$ cat config.mk
export PLATFORM = sky130hd
export DESIGN_NAME = multi_write_arbiter_flat
export DESIGN_NICKNAME = d
export VERILOG_FILES = /design/src/rtl/multi_write_arbiter_if.sv /design/src/rtl/multi_write_arbiter.sv /design/src/flat_wrapper.sv
export SDC_FILE = /design/constraint.sdc
export NUM_CORES = 1
export LEC_CHECK = 0
export CAP_MARGIN = 10
export CORE_MARGIN = 2
export CORE_UTILIZATION = 38
export DETAILED_ROUTE_END_ITERATION = 10
export PLACE_DENSITY = 0.95
export SETUP_SLACK_MARGIN = 0.02
export SLEW_MARGIN = 25
export SYNTH_ARGS = -nofsm -noshare
export SYNTH_HDL_FRONTEND = slang
export SYNTH_SLANG_ARGS = --single-unit
$ cat constraint.sdc
create_clock -name CLK -period 5.9 [get_ports CLK]
set_input_delay 1.18 -clock CLK [delete_from_list [all_inputs] [get_ports CLK]]
set_output_delay 1.18 -clock CLK [all_outputs]
set_load 0.1 [all_outputs]
$ cat src/rtl/multi_write_arbiter_if.sv
// Handshake bundle between NREQ write requesters, the arbiter and one shared register write port.
// Latency: none; this is wiring only.
// Backpressure: carried by REQ_CONSUMED toward the requesters and by OUT_*_CONSUMED from downstream.
//
// Ports / signals:
//   REQ_WRITE            NREQ*width  requester data, slice i = [i*width +: width]
//   REQ_EN_WRITE         NREQ        requester enable-token values
//   REQ_VALID            NREQ        requester i offers a {data, enable} pair
//   REQ_CONSUMED         NREQ        one-hot or zero, requester i's pair taken
//   OUT_WRITE / _VALID / _CONSUMED   data token to the shared port
//   OUT_EN_WRITE / _VALID / _CONSUMED enable token to the shared port
//   GRANT_ID             IDW         source index of the buffered token
//
// master: the arbiter side. slave: the requester/downstream environment side.
interface multi_write_arbiter_if #(
   parameter int NREQ  = 4,
   parameter int width = 32,
   parameter int IDW   = 2
);
   logic [NREQ*width-1:0] REQ_WRITE;
   logic [NREQ-1:0]       REQ_EN_WRITE;
   logic [NREQ-1:0]       REQ_VALID;
   logic [NREQ-1:0]       REQ_CONSUMED;

   logic [width-1:0]      OUT_WRITE;
   logic                  OUT_WRITE_VALID;
   logic                  OUT_WRITE_CONSUMED;
   logic                  OUT_EN_WRITE;
   logic                  OUT_EN_WRITE_VALID;
   logic                  OUT_EN_WRITE_CONSUMED;
   logic [IDW-1:0]        GRANT_ID;

   modport master (
      input  REQ_WRITE,
      input  REQ_EN_WRITE,
      input  REQ_VALID,
      output REQ_CONSUMED,
      output OUT_WRITE,
      output OUT_WRITE_VALID,
      input  OUT_WRITE_CONSUMED,
      output OUT_EN_WRITE,
      output OUT_EN_WRITE_VALID,
      input  OUT_EN_WRITE_CONSUMED,
      output GRANT_ID
   );

   modport slave (
      output REQ_WRITE,
      output REQ_EN_WRITE,
      output REQ_VALID,
      input  REQ_CONSUMED,
      input  OUT_WRITE,
      input  OUT_WRITE_VALID,
      output OUT_WRITE_CONSUMED,
      input  OUT_EN_WRITE,
      input  OUT_EN_WRITE_VALID,
      output OUT_EN_WRITE_CONSUMED,
      input  GRANT_ID
   );
endinterface

$ cat src/rtl/multi_write_arbiter.sv
// Round-robin arbiter sharing one {data, enable} register write port among NREQ requesters.
// Latency: one cycle; a pair accepted at edge k is on OUT_* after edge k, consumable at edge k+1.
// Backpressure: one-entry output buffer; REQ_CONSUMED drops only when the buffer is full and not draining.
//
// Ports:
//   CLK    clock
//   RST_N  synchronous active-low reset; discards any buffered token
//   bus    multi_write_arbiter_if.master (requester inputs, grant strobes, shared-port outputs)
module multi_write_arbiter #(
   parameter int NREQ  = 4,
   parameter int width = 32,
   parameter int IDW   = 2
) (
   input  logic                   CLK,
   input  logic                   RST_N,
   multi_write_arbiter_if.master  bus
);

   // One extra bit so ptr + offset and win + 1 can be compared against NREQ
   // before wrapping, which keeps non-power-of-two NREQ correct.
   localparam int IW = IDW + 1;

   typedef enum logic {
      S_EMPTY = 1'b0,
      S_FULL  = 1'b1
   } state_t;

   state_t            state;
   state_t            state_nxt;

   logic [width-1:0]  buf_data;
   logic              buf_en;
   logic [IDW-1:0]    buf_src;
   logic [IDW-1:0]    ptr;

   logic              full;
   logic              drain;
   logic              space;
   logic              accept;

   logic [2*NREQ-1:0] vld_dbl;
   logic [NREQ-1:0]   vld_rot;
   logic              win_vld;
   logic [IW-1:0]     win_off;
   logic [IW-1:0]     win_sum;
   logic [IDW-1:0]    win;
   logic [IW-1:0]     ptr_inc;
   logic [IDW-1:0]    ptr_nxt;

   logic [NREQ-1:0]   consumed;
   logic [width-1:0]  sel_data;
   logic              sel_en;

   // ---------------------------------------------------------------
   // Buffer occupancy and handshake conditions
   // ---------------------------------------------------------------
   assign full  = (state == S_FULL);

   // The downstream register always takes both tokens together; a lone
   // consume is a protocol error and is deliberately treated as no drain.
   assign drain = full & bus.OUT_WRITE_CONSUMED & bus.OUT_EN_WRITE_CONSUMED;

   // Accepting in the draining cycle gives one token per cycle throughput.
   assign space = ~full | drain;

   // ---------------------------------------------------------------
   // Round-robin winner search
   // ---------------------------------------------------------------
   // Rotating a doubled copy of REQ_VALID right by ptr puts requester ptr
   // at bit 0, so the lowest set bit is the offset of the winner.
   always_comb begin : arbitrate
      vld_dbl = {bus.REQ_VALID, bus.REQ_VALID};
      vld_rot = NREQ'(vld_dbl >> ptr);
      win_vld = 1'b0;
      win_off = '0;
      // Scanning downward lets the lowest set bit overwrite the others.
      for (int k = NREQ - 1; k >= 0; k--) begin
         if (vld_rot[k]) begin
            win_vld = 1'b1;
            win_off = IW'(k);
         end
      end
      win_sum = {1'b0, ptr} + win_off;
      if (win_sum >= IW'(NREQ)) begin
         win_sum = win_sum - IW'(NREQ);
      end
      win = win_sum[IDW-1:0];
   end

   // Priority moves just past the winner; explicit compare handles the wrap.
   always_comb begin : next_ptr
      ptr_inc = {1'b0, win} + IW'(1);
      ptr_nxt = ptr_inc[IDW-1:0];
      if (ptr_inc >= IW'(NREQ)) begin
         ptr_nxt = '0;
      end
   end

   // RST_N gating keeps REQ_CONSUMED low during the reset cycle, so no
   // requester believes its token was taken while the buffer is being cleared.
   assign accept = RST_N & space & win_vld;

   // ---------------------------------------------------------------
   // Grant strobes and winner data select
   // ---------------------------------------------------------------
   // REQ_CONSUMED is derived only from valid/ptr/full/consumes, never from
   // the data or enable values being muxed here.
   always_comb begin : grant_mux
      consumed = '0;
      sel_data = '0;
      sel_en   = 1'b0;
      for (int i = 0; i < NREQ; i++) begin
         if (win == IDW'(i)) begin
            consumed[i] = accept;
            sel_data    = bus.REQ_WRITE[i*width +: width];
            sel_en      = bus.REQ_EN_WRITE[i];
         end
      end
   end

   // ---------------------------------------------------------------
   // Occupancy FSM
   // ---------------------------------------------------------------
   always_ff @(posedge CLK) begin : state_reg
      if (!RST_N) begin
         state <= S_EMPTY;
      end else begin
         state <= state_nxt;
      end
   end

   always_comb begin : state_next
      state_nxt = state;
      case (state)
         S_EMPTY: begin
            if (accept) begin
               state_nxt = S_FULL;
            end
         end
         S_FULL: begin
            // A refill in the draining cycle keeps the buffer full.
            if (accept) begin
               state_nxt = S_FULL;
            end else if (drain) begin
               state_nxt = S_EMPTY;
            end
         end
         default: begin
            state_nxt = S_EMPTY;
         end
      endcase
   end

   // ---------------------------------------------------------------
   // Buffer payload and priority pointer
   // ---------------------------------------------------------------
   // Payload is only written on accept, so an emptied buffer keeps showing
   // its last token on OUT_* (with VALID low). The pointer stays put when
   // nobody is granted: there is no idle rotation.
   always_ff @(posedge CLK) begin : buf_reg
      if (!RST_N) begin
         buf_data <= '0;
         buf_en   <= 1'b0;
         buf_src  <= '0;
         ptr      <= '0;
      end else if (accept) begin
         buf_data <= sel_data;
         buf_en   <= sel_en;
         buf_src  <= win;
         ptr      <= ptr_nxt;
      end
   end

   // ---------------------------------------------------------------
   // Outputs
   // ---------------------------------------------------------------
   assign bus.REQ_CONSUMED       = consumed;
   assign bus.OUT_WRITE          = buf_data;
   assign bus.OUT_WRITE_VALID    = full;
   assign bus.OUT_EN_WRITE       = buf_en;
   assign bus.OUT_EN_WRITE_VALID = full;
   assign bus.GRANT_ID           = buf_src;

endmodule

$ cat src/flat_wrapper.sv
// flat-port wrapper written by rule: the top's interface ports become plain ports
module multi_write_arbiter_flat 
#(
   parameter int NREQ  = 4,
   parameter int width = 32,
   parameter int IDW   = 2
)
  (CLK, RST_N, bus_REQ_WRITE, bus_REQ_EN_WRITE, bus_REQ_VALID, bus_REQ_CONSUMED, bus_OUT_WRITE, bus_OUT_WRITE_VALID, bus_OUT_WRITE_CONSUMED, bus_OUT_EN_WRITE, bus_OUT_EN_WRITE_VALID, bus_OUT_EN_WRITE_CONSUMED, bus_GRANT_ID);
  multi_write_arbiter_if #(.NREQ(NREQ), .width(width), .IDW(IDW)) bus_i ();
  input  logic CLK;
  input  logic RST_N;
  input wire logic [$bits(bus_i.REQ_WRITE)-1:0] bus_REQ_WRITE;
  input wire logic [$bits(bus_i.REQ_EN_WRITE)-1:0] bus_REQ_EN_WRITE;
  input wire logic [$bits(bus_i.REQ_VALID)-1:0] bus_REQ_VALID;
  output wire logic [$bits(bus_i.REQ_CONSUMED)-1:0] bus_REQ_CONSUMED;
  output wire logic [$bits(bus_i.OUT_WRITE)-1:0] bus_OUT_WRITE;
  output wire logic [$bits(bus_i.OUT_WRITE_VALID)-1:0] bus_OUT_WRITE_VALID;
  input wire logic [$bits(bus_i.OUT_WRITE_CONSUMED)-1:0] bus_OUT_WRITE_CONSUMED;
  output wire logic [$bits(bus_i.OUT_EN_WRITE)-1:0] bus_OUT_EN_WRITE;
  output wire logic [$bits(bus_i.OUT_EN_WRITE_VALID)-1:0] bus_OUT_EN_WRITE_VALID;
  input wire logic [$bits(bus_i.OUT_EN_WRITE_CONSUMED)-1:0] bus_OUT_EN_WRITE_CONSUMED;
  output wire logic [$bits(bus_i.GRANT_ID)-1:0] bus_GRANT_ID;
  assign bus_i.REQ_WRITE = bus_REQ_WRITE;
  assign bus_i.REQ_EN_WRITE = bus_REQ_EN_WRITE;
  assign bus_i.REQ_VALID = bus_REQ_VALID;
  assign bus_REQ_CONSUMED = bus_i.REQ_CONSUMED;
  assign bus_OUT_WRITE = bus_i.OUT_WRITE;
  assign bus_OUT_WRITE_VALID = bus_i.OUT_WRITE_VALID;
  assign bus_i.OUT_WRITE_CONSUMED = bus_OUT_WRITE_CONSUMED;
  assign bus_OUT_EN_WRITE = bus_i.OUT_EN_WRITE;
  assign bus_OUT_EN_WRITE_VALID = bus_i.OUT_EN_WRITE_VALID;
  assign bus_i.OUT_EN_WRITE_CONSUMED = bus_OUT_EN_WRITE_CONSUMED;
  assign bus_GRANT_ID = bus_i.GRANT_ID;
  multi_write_arbiter #(.NREQ(NREQ), .width(width), .IDW(IDW)) u_core (.CLK(CLK), .RST_N(RST_N), .bus(bus_i));
endmodule
After elaboration in Yosys (flattened, before gate mapping)
Index checks and enable logic that the tools add are counted.
Widths: inputs -> output; s select.
Word-level totals
  ROM bits: 0
  output and inout bits: 41
  register bits: 38
  memories kept: 0
  latch bits: 0
  RAM bits: 0
Operators by class
  divide/modulo/power cells: 0
  eq/ne operators: 3
  shifts and indexed selects: 1
  bitwise logic cells: 6
  order comparisons: 2
  reductions and logical operators: 1
  multiply operators: 0
  $add $sub $neg: 3
  mux-type cells: 26
Operators by type and width (number)
  $mux 32: 4
  $mux 1: 15
  $mux 2: 6
  $shr 8x2->4: 1
  $ge 3x3->1 const B: 2
  $and 1x1->1: 4
  $eq 2x2->1 const B: 2
  $add 2x1->3 const B: 1
  $add 2x2->3: 1
  $eq 2x1->1 const B: 1
  $logic_not 2->1: 1
  $pmux 1 s2: 1
  $sub 2x1->2 const B: 1
  $not 1->1: 1
  $or 1x1->1: 1

Logic depth before layout (Yosys ltp)
Gate-level depths: netlist of the first run.
  depth in word-level cells: 13
  gate-level depth with buffers: 18
  gate-level depth less buffers: 14

Worst setup path before layout of the first run
Ideal clock, no wire load.
  kind: input-to-output
  start point: input port bus_REQ_VALID[2]
  end point: output port bus_REQ_CONSUMED[2]
  arrival: 3977 ps
  path slack: 743 ps
  cell stages on the path: 14
  required time: 4720 ps
  buffers on the path: 3
  path through: buf_2 nand2_1 nor2_1 a211oi_1 a21oi_1 a211o_1 ha_1 xnor2_1 xnor2_1 inv_1 ha_1 clkbuf_1 clkbuf_1 and2_1
On the way
  word-level cells in the longest chain between the ends: 10
  elaborated cells on any way between the ends: 16
  classes of those cells: 2 x add/sub; 1 x order compare; 1 x eq/ne; 1 x shift; 10 x mux; 1 x bitwise
RTL lines
  from (decl): RTL line flat_wrapper.sv:14  | input wire logic [$bits(bus_i.REQ_VALID)-1:0] bus_REQ_VALID;
  $shr 8x2->4 (*): RTL line multi_write_arbiter.sv:73  | vld_rot = NREQ'(vld_dbl >> ptr);
  $mux 2 (3 in series): RTL line multi_write_arbiter.sv:78  | if (vld_rot[k]) begin
  $mux 2 (*): RTL line multi_write_arbiter.sv:78
  $add 2x2->3 (*): RTL line multi_write_arbiter.sv:83  | win_sum = {1'b0, ptr} + win_off;
  $ge 3x3->1 or $sub 2x1->2 (tied branches): RTL line multi_write_arbiter.sv:84, multi_write_arbiter.sv:85
  $mux 2 (*): RTL line multi_write_arbiter.sv:84  | if (win_sum >= IW'(NREQ)) begin
  via u_core.win_sum[1]: RTL line multi_write_arbiter.sv:45  | logic [IW-1:0] win_sum;
  $eq 2x2->1 (*): RTL line multi_write_arbiter.sv:113  | if (win == IDW'(i)) begin
  $mux 1 (*): RTL line multi_write_arbiter.sv:113
  to (decl): RTL line flat_wrapper.sv:15  | output wire logic [$bits(bus_i.REQ_CONSUMED)-1:0] bus_REQ_CONSUMED;
Mark *: on every way through the listed nets, which the timed path passes. The rest lies on a longest branch.

Final worst setup path of the first run
  start point: input port bus_REQ_VALID[1]
  end point: output port bus_REQ_CONSUMED[3]
Same word-level chain as after synthesis.

==> summary.md, run 1 <==
| Metric | Value |
|---|---|
| Bufs on Longest Clock Path | 2 |
| Yosys top cell area share | a little under a third |
| Final-report max-slew violation count | 0 |
| DR vias | between 3000 and 4000 |
| Die Span Y | roughly 85 µm |
| DRT antenna net count | 0 |
| Setup TNS Final | 0 ns |
| EDFF count, synth | 0 |
| CTS tree | done |
| Crit Path Class | input pin to primary output |
| Post-DP HPWL | between 6000 and 7000 µm |
| Buf/Inv on CP | 3 |
| DR pass1 iterations | 4 |
| DRC | 0 |
| Mapped Cells | approximately 330 |
| Total GRT Usage | 23.6% |
| Final setup violation count | 0 |
| # hold bufs at CTS | 0 |
| CP dominant cell by count | xnor2_1 |
| Postcts setup bufs | 0 |
| Skew final | 0.0105 ns |
| Final hold viol count | 0 |
| Syn nets | about 470 |
| Worst slew pin tran | just over 1 ns |
| Critical Path Slowest Stage Cell | clkdlybuf4s50_1 |
| Post-Layout Cell Count | 562 |
| Initial antenna violation count | 0 |
| Main synth FF type | dfxtp_1 |
| Ys Warns | 0 |
| Max VDD drop | roughly 0.67 mV |
| RePlAce Congestion | slightly below 0.8 |
| Setup crit end | bus_REQ_CONSUMED[3] |
| Cell area after synthesis | ~2500 µm² |
| Resized cells post-CTS | 0 |
| CTS H-tree depth | 2 |
| FF-to-FF path depth | 15 |
| Sequential element share of the synthesized area | between 30% and 40% |
| Reg2Reg Launch Point | u_core.ptr[0] |
| Drt via density | ~5.5 |
| RSZ-0062 raised after global routing | no |
| Critical path arrival | 3.91 ns |
| CP Launch Point | bus_REQ_VALID[1] |
| Power Density | between 500 and 600 nW/µm² |
| Share of layout cells above drive strength 1 | roughly 4.7% |
| Status | complete, no violations |
| Post-synth ARST share | 0% |
| CTS buffer count | 5 |
| FF+latch count, synth | 38 |
| # rows | 29 |
| CP Max Fanout | 7 |
| Root Driver | clkbuf_8 |
| Syn_area_per_cell | ~7.5 µm² |
| Top-Level Pins | between 150 and 200 |
| Largest net degree at the start of global routing | 67 |
| Final Critical Period | 5.09 ns |
| Synth top area cells | dfxtp_1 31%, a21oi_1 20%, a221oi_1 11% |
| LEAKAGE | 1.61 nW |
| I/O Buffers | 180 |
| Core Footprint | 6310 µm² |
| Die area | between 7000 and 8000 µm² |
| Post-synth top area cell | dfxtp_1 |
| Drt wl/cell | between 15 and 20 µm |
| Final #Nets | roughly 630 |
| Crit share post-route | between 80% and 90% |
| Slew headroom | roughly a third |
| ANT cells | 0 |
| First-pass GRT wire length | ~14000 µm |
| Area Overhead vs Synth | 76.2% |
| Drt initial violations | roughly 100 |
| Clock Latency Late Sink | 0.28 ns |
| WL final | ~8800 µm |
| Worst reg2reg path endpoint | u_core.bus.OUT_WRITE[6] |
| Clock sink count | 38 |
| WP depth | 12 |
| Crit. End Element | primary output |
| F_max | ~200 MHz |
| CP Launch Type | input pin |
| Family with the most delay on the worst path | buffers and inverters |
| Critical-path cell list | clkdlybuf4s50_1, nor2_1, a211oi_1, a21oi_1, a211o_1, ha_1, xnor2_1, xnor2_1, inv_1, ha_2, and2_1, buf_12 |
| Max cap viols | 0 |
| CP required | 4.72 ns |
| Reg clk slew, reported paths | around 0.070 ns |
| Crit-path max cell delay | 0.62 ns |
| # placed instances | ~550 |
| Post-synth cell types | 28 |
| Grt total ovfl | 0 |
| Hold Path Class | flip-flop to flip-flop |
| Starting density of the core | about two fifths |
| Worst R2R Setup Slack | 2.08 ns |
| Die Wd | roughly 85 µm |
| Number of global-route vias before repair | ~3200 |
==> cell families after synthesis <==
group                      count (synthesis)  synth area share, %
AOI/OAI and AO/OA                        143                 35.0
xor gates and xnor gates                   2                0.708
adders and majority gates                  5                 2.53
buffers and inverters                     42                 9.21
DFF                                       38                 30.8
muxes                                      3                 1.21
and+or+nand+nor                           95                 20.6
==> routing by layer <==
layer / GRT usage (%) / vias to the layer above / part of all wire [%]
met5: 0 / - / 0
met4: 10.1 / 0 / 2.4
met3: 5.70 / 20 / 7.4
met2: 44.9 / 142 / 55
met1: 24.4 / 1421 / 36
li1: - / 1524 / -
==> stage by stage <==
step                      setup slack, ns  instance area, µm²  util [%]  hold WS, ns  power (mW)
after floorplan                     0.743                2470         -        0.498        1.86
after global placement               1.07                4270      67.6        0.445        2.22
after detailed placement            0.849                4270      67.6        0.459        2.28
after CTS                           0.830                4360      69.0        0.470        2.47
after global routing                0.661                4360      69.0        0.504        2.62
final                               0.811                4360      69.0        0.464        2.45
==> Yosys cell counts, drive strengths merged, types with 3 or more instances <==
cell and instances:
ha 5, nand2 9, nor3 34, nor2 11, mux2i 3, a221oi 33, buf 21, and2 4
o21ai 3, inv 4, clkbuf 17, dfxtp 38, a21oi 100, nor2b 33
==> flip-flops by register name, indices dropped and copies added, names as in the netlist <==
| register | count |
|---|---|
| u_core.bus.GRANT_ID | 2 |
| u_core.bus.OUT_EN_WRITE | 1 |
| u_core.bus.OUT_EN_WRITE_VALID | 1 |
| u_core.bus.OUT_WRITE | 32 |
| u_core.ptr | 2 |
==> worst min-delay path by stage <==
stage	from	to	slack [ns]	depth (start not counted)
6_report	u_core.bus.GRANT_ID[1]	u_core.bus.GRANT_ID[1]	0.46	2
5_1_grt	u_core.bus.GRANT_ID[1]	u_core.bus.GRANT_ID[1]	0.50	2
4_1_cts	u_core.bus.GRANT_ID[1]	u_core.bus.GRANT_ID[1]	0.47	2
3_5_place_dp	u_core.bus.GRANT_ID[1]	u_core.bus.GRANT_ID[1]	0.46	2
3_3_place_gp	u_core.bus.GRANT_ID[1]	u_core.bus.GRANT_ID[1]	0.44	2
2_1_floorplan	u_core.ptr[1]	u_core.ptr[1]	0.50	2
==> cells in the final DEF, fill, tap and decap left out, drive strengths merged, types with 3 or more instances in the layout <==
cell,n
a21oi,100
a221oi,33
and2,4
buf,11
clkbuf,7
clkdlybuf4s50,176
dfxtp,38
ha,5
inv,4
mux2i,3
nand2,9
nor2,11
nor2b,33
nor3,34
o21ai,3
==> where the power goes <==
part           total [mW]  switching (mW)  leakage, nW  internal, mW
combinational        1.88            1.25         1.24         0.625
sequential          0.392          0.0507        0.318         0.341
clock               0.181          0.0869       0.0482        0.0943
total                2.45            1.39         1.61          1.06
==> worst reg2reg max path: cells and delay by family (launching register included) <==
family          cells  cell delay [ns]
flops               1             0.56
compound gates      6             1.29
buf+inv             2             0.63
xor+xnor            2             0.44
fa+ha+maj           2             0.44
simple gates        3             0.30
==> final cells by class <==
| class | count | area (µm²) |
|---|---|---|
| Clock buffer | 7 | 86.3 |
| Clock inverter | 1 | 5.00 |
| Multi-Input combinational cell | 248 | 1500 |
| Fill cell | 517 | 1950 |
| Tap cell | 77 | 96.3 |
| Sequential cell | 38 | 761 |
| Timing Repair Buffer | 187 | 1890 |
| Inverter | 4 | 15.0 |
No activity file was read; power rests on OpenSTA's default activity.
==> inputs of run 2 (changes only) <==
==> constraint.sdc (replaced) <==
create_clock -name CLK -period 5.9 [get_ports CLK]
set_input_delay 0.59 -clock CLK [delete_from_list [all_inputs] [get_ports CLK]]
set_output_delay 0.59 -clock CLK [all_outputs]
set_load 0.1 [all_outputs]
==> run 2 against run 1 <==
  * Die area is the same
  * Clock-buffer cell count did not move
  * Worst hold slack improved by 0.011 ns
  * Design area decreased by 1.3%
  * Critical endpoint is now bus_REQ_CONSUMED[1]
  * Largest power group unchanged
  * Highest routed layer unchanged
==> summary.md, run 2 (same netlist as run 1, synthesis figures left out) <==
| Metric | Value |
|---|---|
| Status | complete, no violations |
| Most frequent cells in the layout | 176 x clkdlybuf4s50_1, 100 x a21oi_1, 38 x dfxtp_1, 34 x nor3_1 |
| Worst slew pin tran | around 1 ns |
| Total GRT Usage | a little under a quarter |
| Max FFs per register | 32 |
| Final hold viol count | 0 |
| Power Density | 565 nW/µm² |
| Share of layout cells above drive strength 1 | about 4.5% |
| Top-Level Pins | around 180 |
| LEAKAGE | between 1.5 and 2 nW |
| Critical path arrival | 3.67 ns |
| Skew final | between 0.007 and 0.008 ns |
| Bufs on Longest Clock Path | 2 |
| Die Wd | about 85 µm |
| First-pass GRT wire length | approximately 14000 µm |
| Drt wl/cell | between 15 and 20 µm |
| CP required | approximately 5.3 ns |
| DRT antenna net count | 0 |
| Initial antenna violation count | 0 |
| Crit. End Element | primary output |
| DR pass1 iterations | 4 |
| Final Critical Period | around 4.3 ns |
| DRC | 0 |
| Drt initial violations | ~130 |
| Clock sink count | 38 |
| Root Driver | clkbuf_8 |
| Most Crowded Layer GR | met2 |
| Resized cells post-CTS | 0 |
| Slew headroom | 31.1% |
| Largest net degree at the start of global routing | 77 |
| Max VDD drop | 0.390 mV |
| Fillers | about 540 |
| RSZ-0062 raised after global routing | no |
| Hold slack final | about 0.48 ns |
| CTS H-tree depth | 2 |
| Starting density of the core | 39.2% |
| Die area | just over 7000 µm² |
| Met1 usage | 25.7% |
| Core Footprint | between 6000 and 7000 µm² |
| WL final | 8870 µm |
| Final-report max-slew violation count | 0 |
| Worst Slack Setup Final | 1.64 ns |
| ANT cells | 0 |
| Seq. cell area | around 760 µm² |
| Final #Nets | around 630 |
| Postcts setup bufs | 0 |
| Grt total ovfl | 0 |
| Die Span Y | between 80 and 90 µm |
| # hold bufs at CTS | 0 |
| Final setup violation count | 0 |
| Setup TNS Final | 0 ns |
| Hold Path Class | flip-flop to flip-flop |
| Commonest non-fill, non-tap cell in the layout | clkdlybuf4s50_1 |
| CTS tree | done |
| Drt via density | between 5 and 6 |
| CP Launch Type | input pin |
| Clock Latency Late Sink | ~0.28 ns |
| # rows | 29 |
| Number of global-route vias before repair | between 2000 and 3000 |
| Reg clk slew, reported paths | 0.07 ns |
| Area Overhead vs Synth | 73.9% |
| Footprint of the multi-input gates | between 1500 and 2000 µm² |
| DR vias | roughly 3100 |
| Grt met3 use | under 10% |
| Post-DP HPWL | approximately 6500 µm |
| RePlAce Congestion | 0.830 |
| I/O Buffers | 180 |
| CP Max Fanout | 36 |
| F_max | ~230 MHz |
| CTS buffer count | 5 |
| Place WS | 1.48 ns |
| Crit Path Class | input pin to primary output |
| Met2 usage | roughly 45% |
| Crit share post-route | just over 70% |
| Max cap viols | 0 |
run 2: cell type report:
class,count,area share (%)
clock buffers,7,2.01
well taps,77,2.24
multi-input cells,248,34.9
flip-flops and latches,38,17.7
inverters,4,0.349
clock inverters,1,0.116
repair buffers,186,42.7
run 2: path summary, 6_finish.rpt:
check / depth (start not counted) / endpoint / slack, ns / startpoint
max: 11 / bus_REQ_CONSUMED[1] / 1.64 / bus_REQ_VALID[0]
min: 2 / u_core.bus.GRANT_ID[0] / 0.48 / u_core.bus.GRANT_ID[0]
max reg2reg: 15 / u_core.bus.OUT_WRITE[0] / 2.13 / u_core.ptr[0]
min reg2reg: 2 / u_core.bus.GRANT_ID[0] / 0.48 / u_core.bus.GRANT_ID[0]
run 2: layer usage:
metal | vias up | share of wire, %
met5 | - | 0
met4 | 0 | 2.2
met2 | 141 | 53
met1 | 1369 | 37
met3 | 18 | 8.3
li1 | 1524 | -
run 2: power breakdown:
group	leakage [nW]	total, mW	internal, mW	switching (mW)
sequential	0.318	0.390	0.341	0.0494
combinational	1.22	1.86	0.613	1.25
clock	0.0482	0.182	0.0943	0.0879
total	1.59	2.43	1.05	1.38
run 2: metrics by stage:
stage          utilization, %  power (mW)  instance area [µm²]  std cells
5_1_grt                  68.1        2.60                 4300        561
6_report                 68.1        2.43                 4300        561
4_1_cts                  68.1        2.44                 4300        561
3_3_place_gp             66.7        2.20                 4210        553
3_5_place_dp             66.7        2.25                 4210        553
2_1_floorplan               -        1.86                 2470        328
run 2: critical path, stage by stage:
cell,delay (ns)
clkdlybuf4s50_1,0.54
nor2_1,0.36
nor3_1,0.09
a211o_1,0.30
ha_1,0.21
xnor2_1,0.14
xnor2_1,0.36
ha_1,0.23
buf_4,0.36
and2_1,0.20
buf_4,0.29
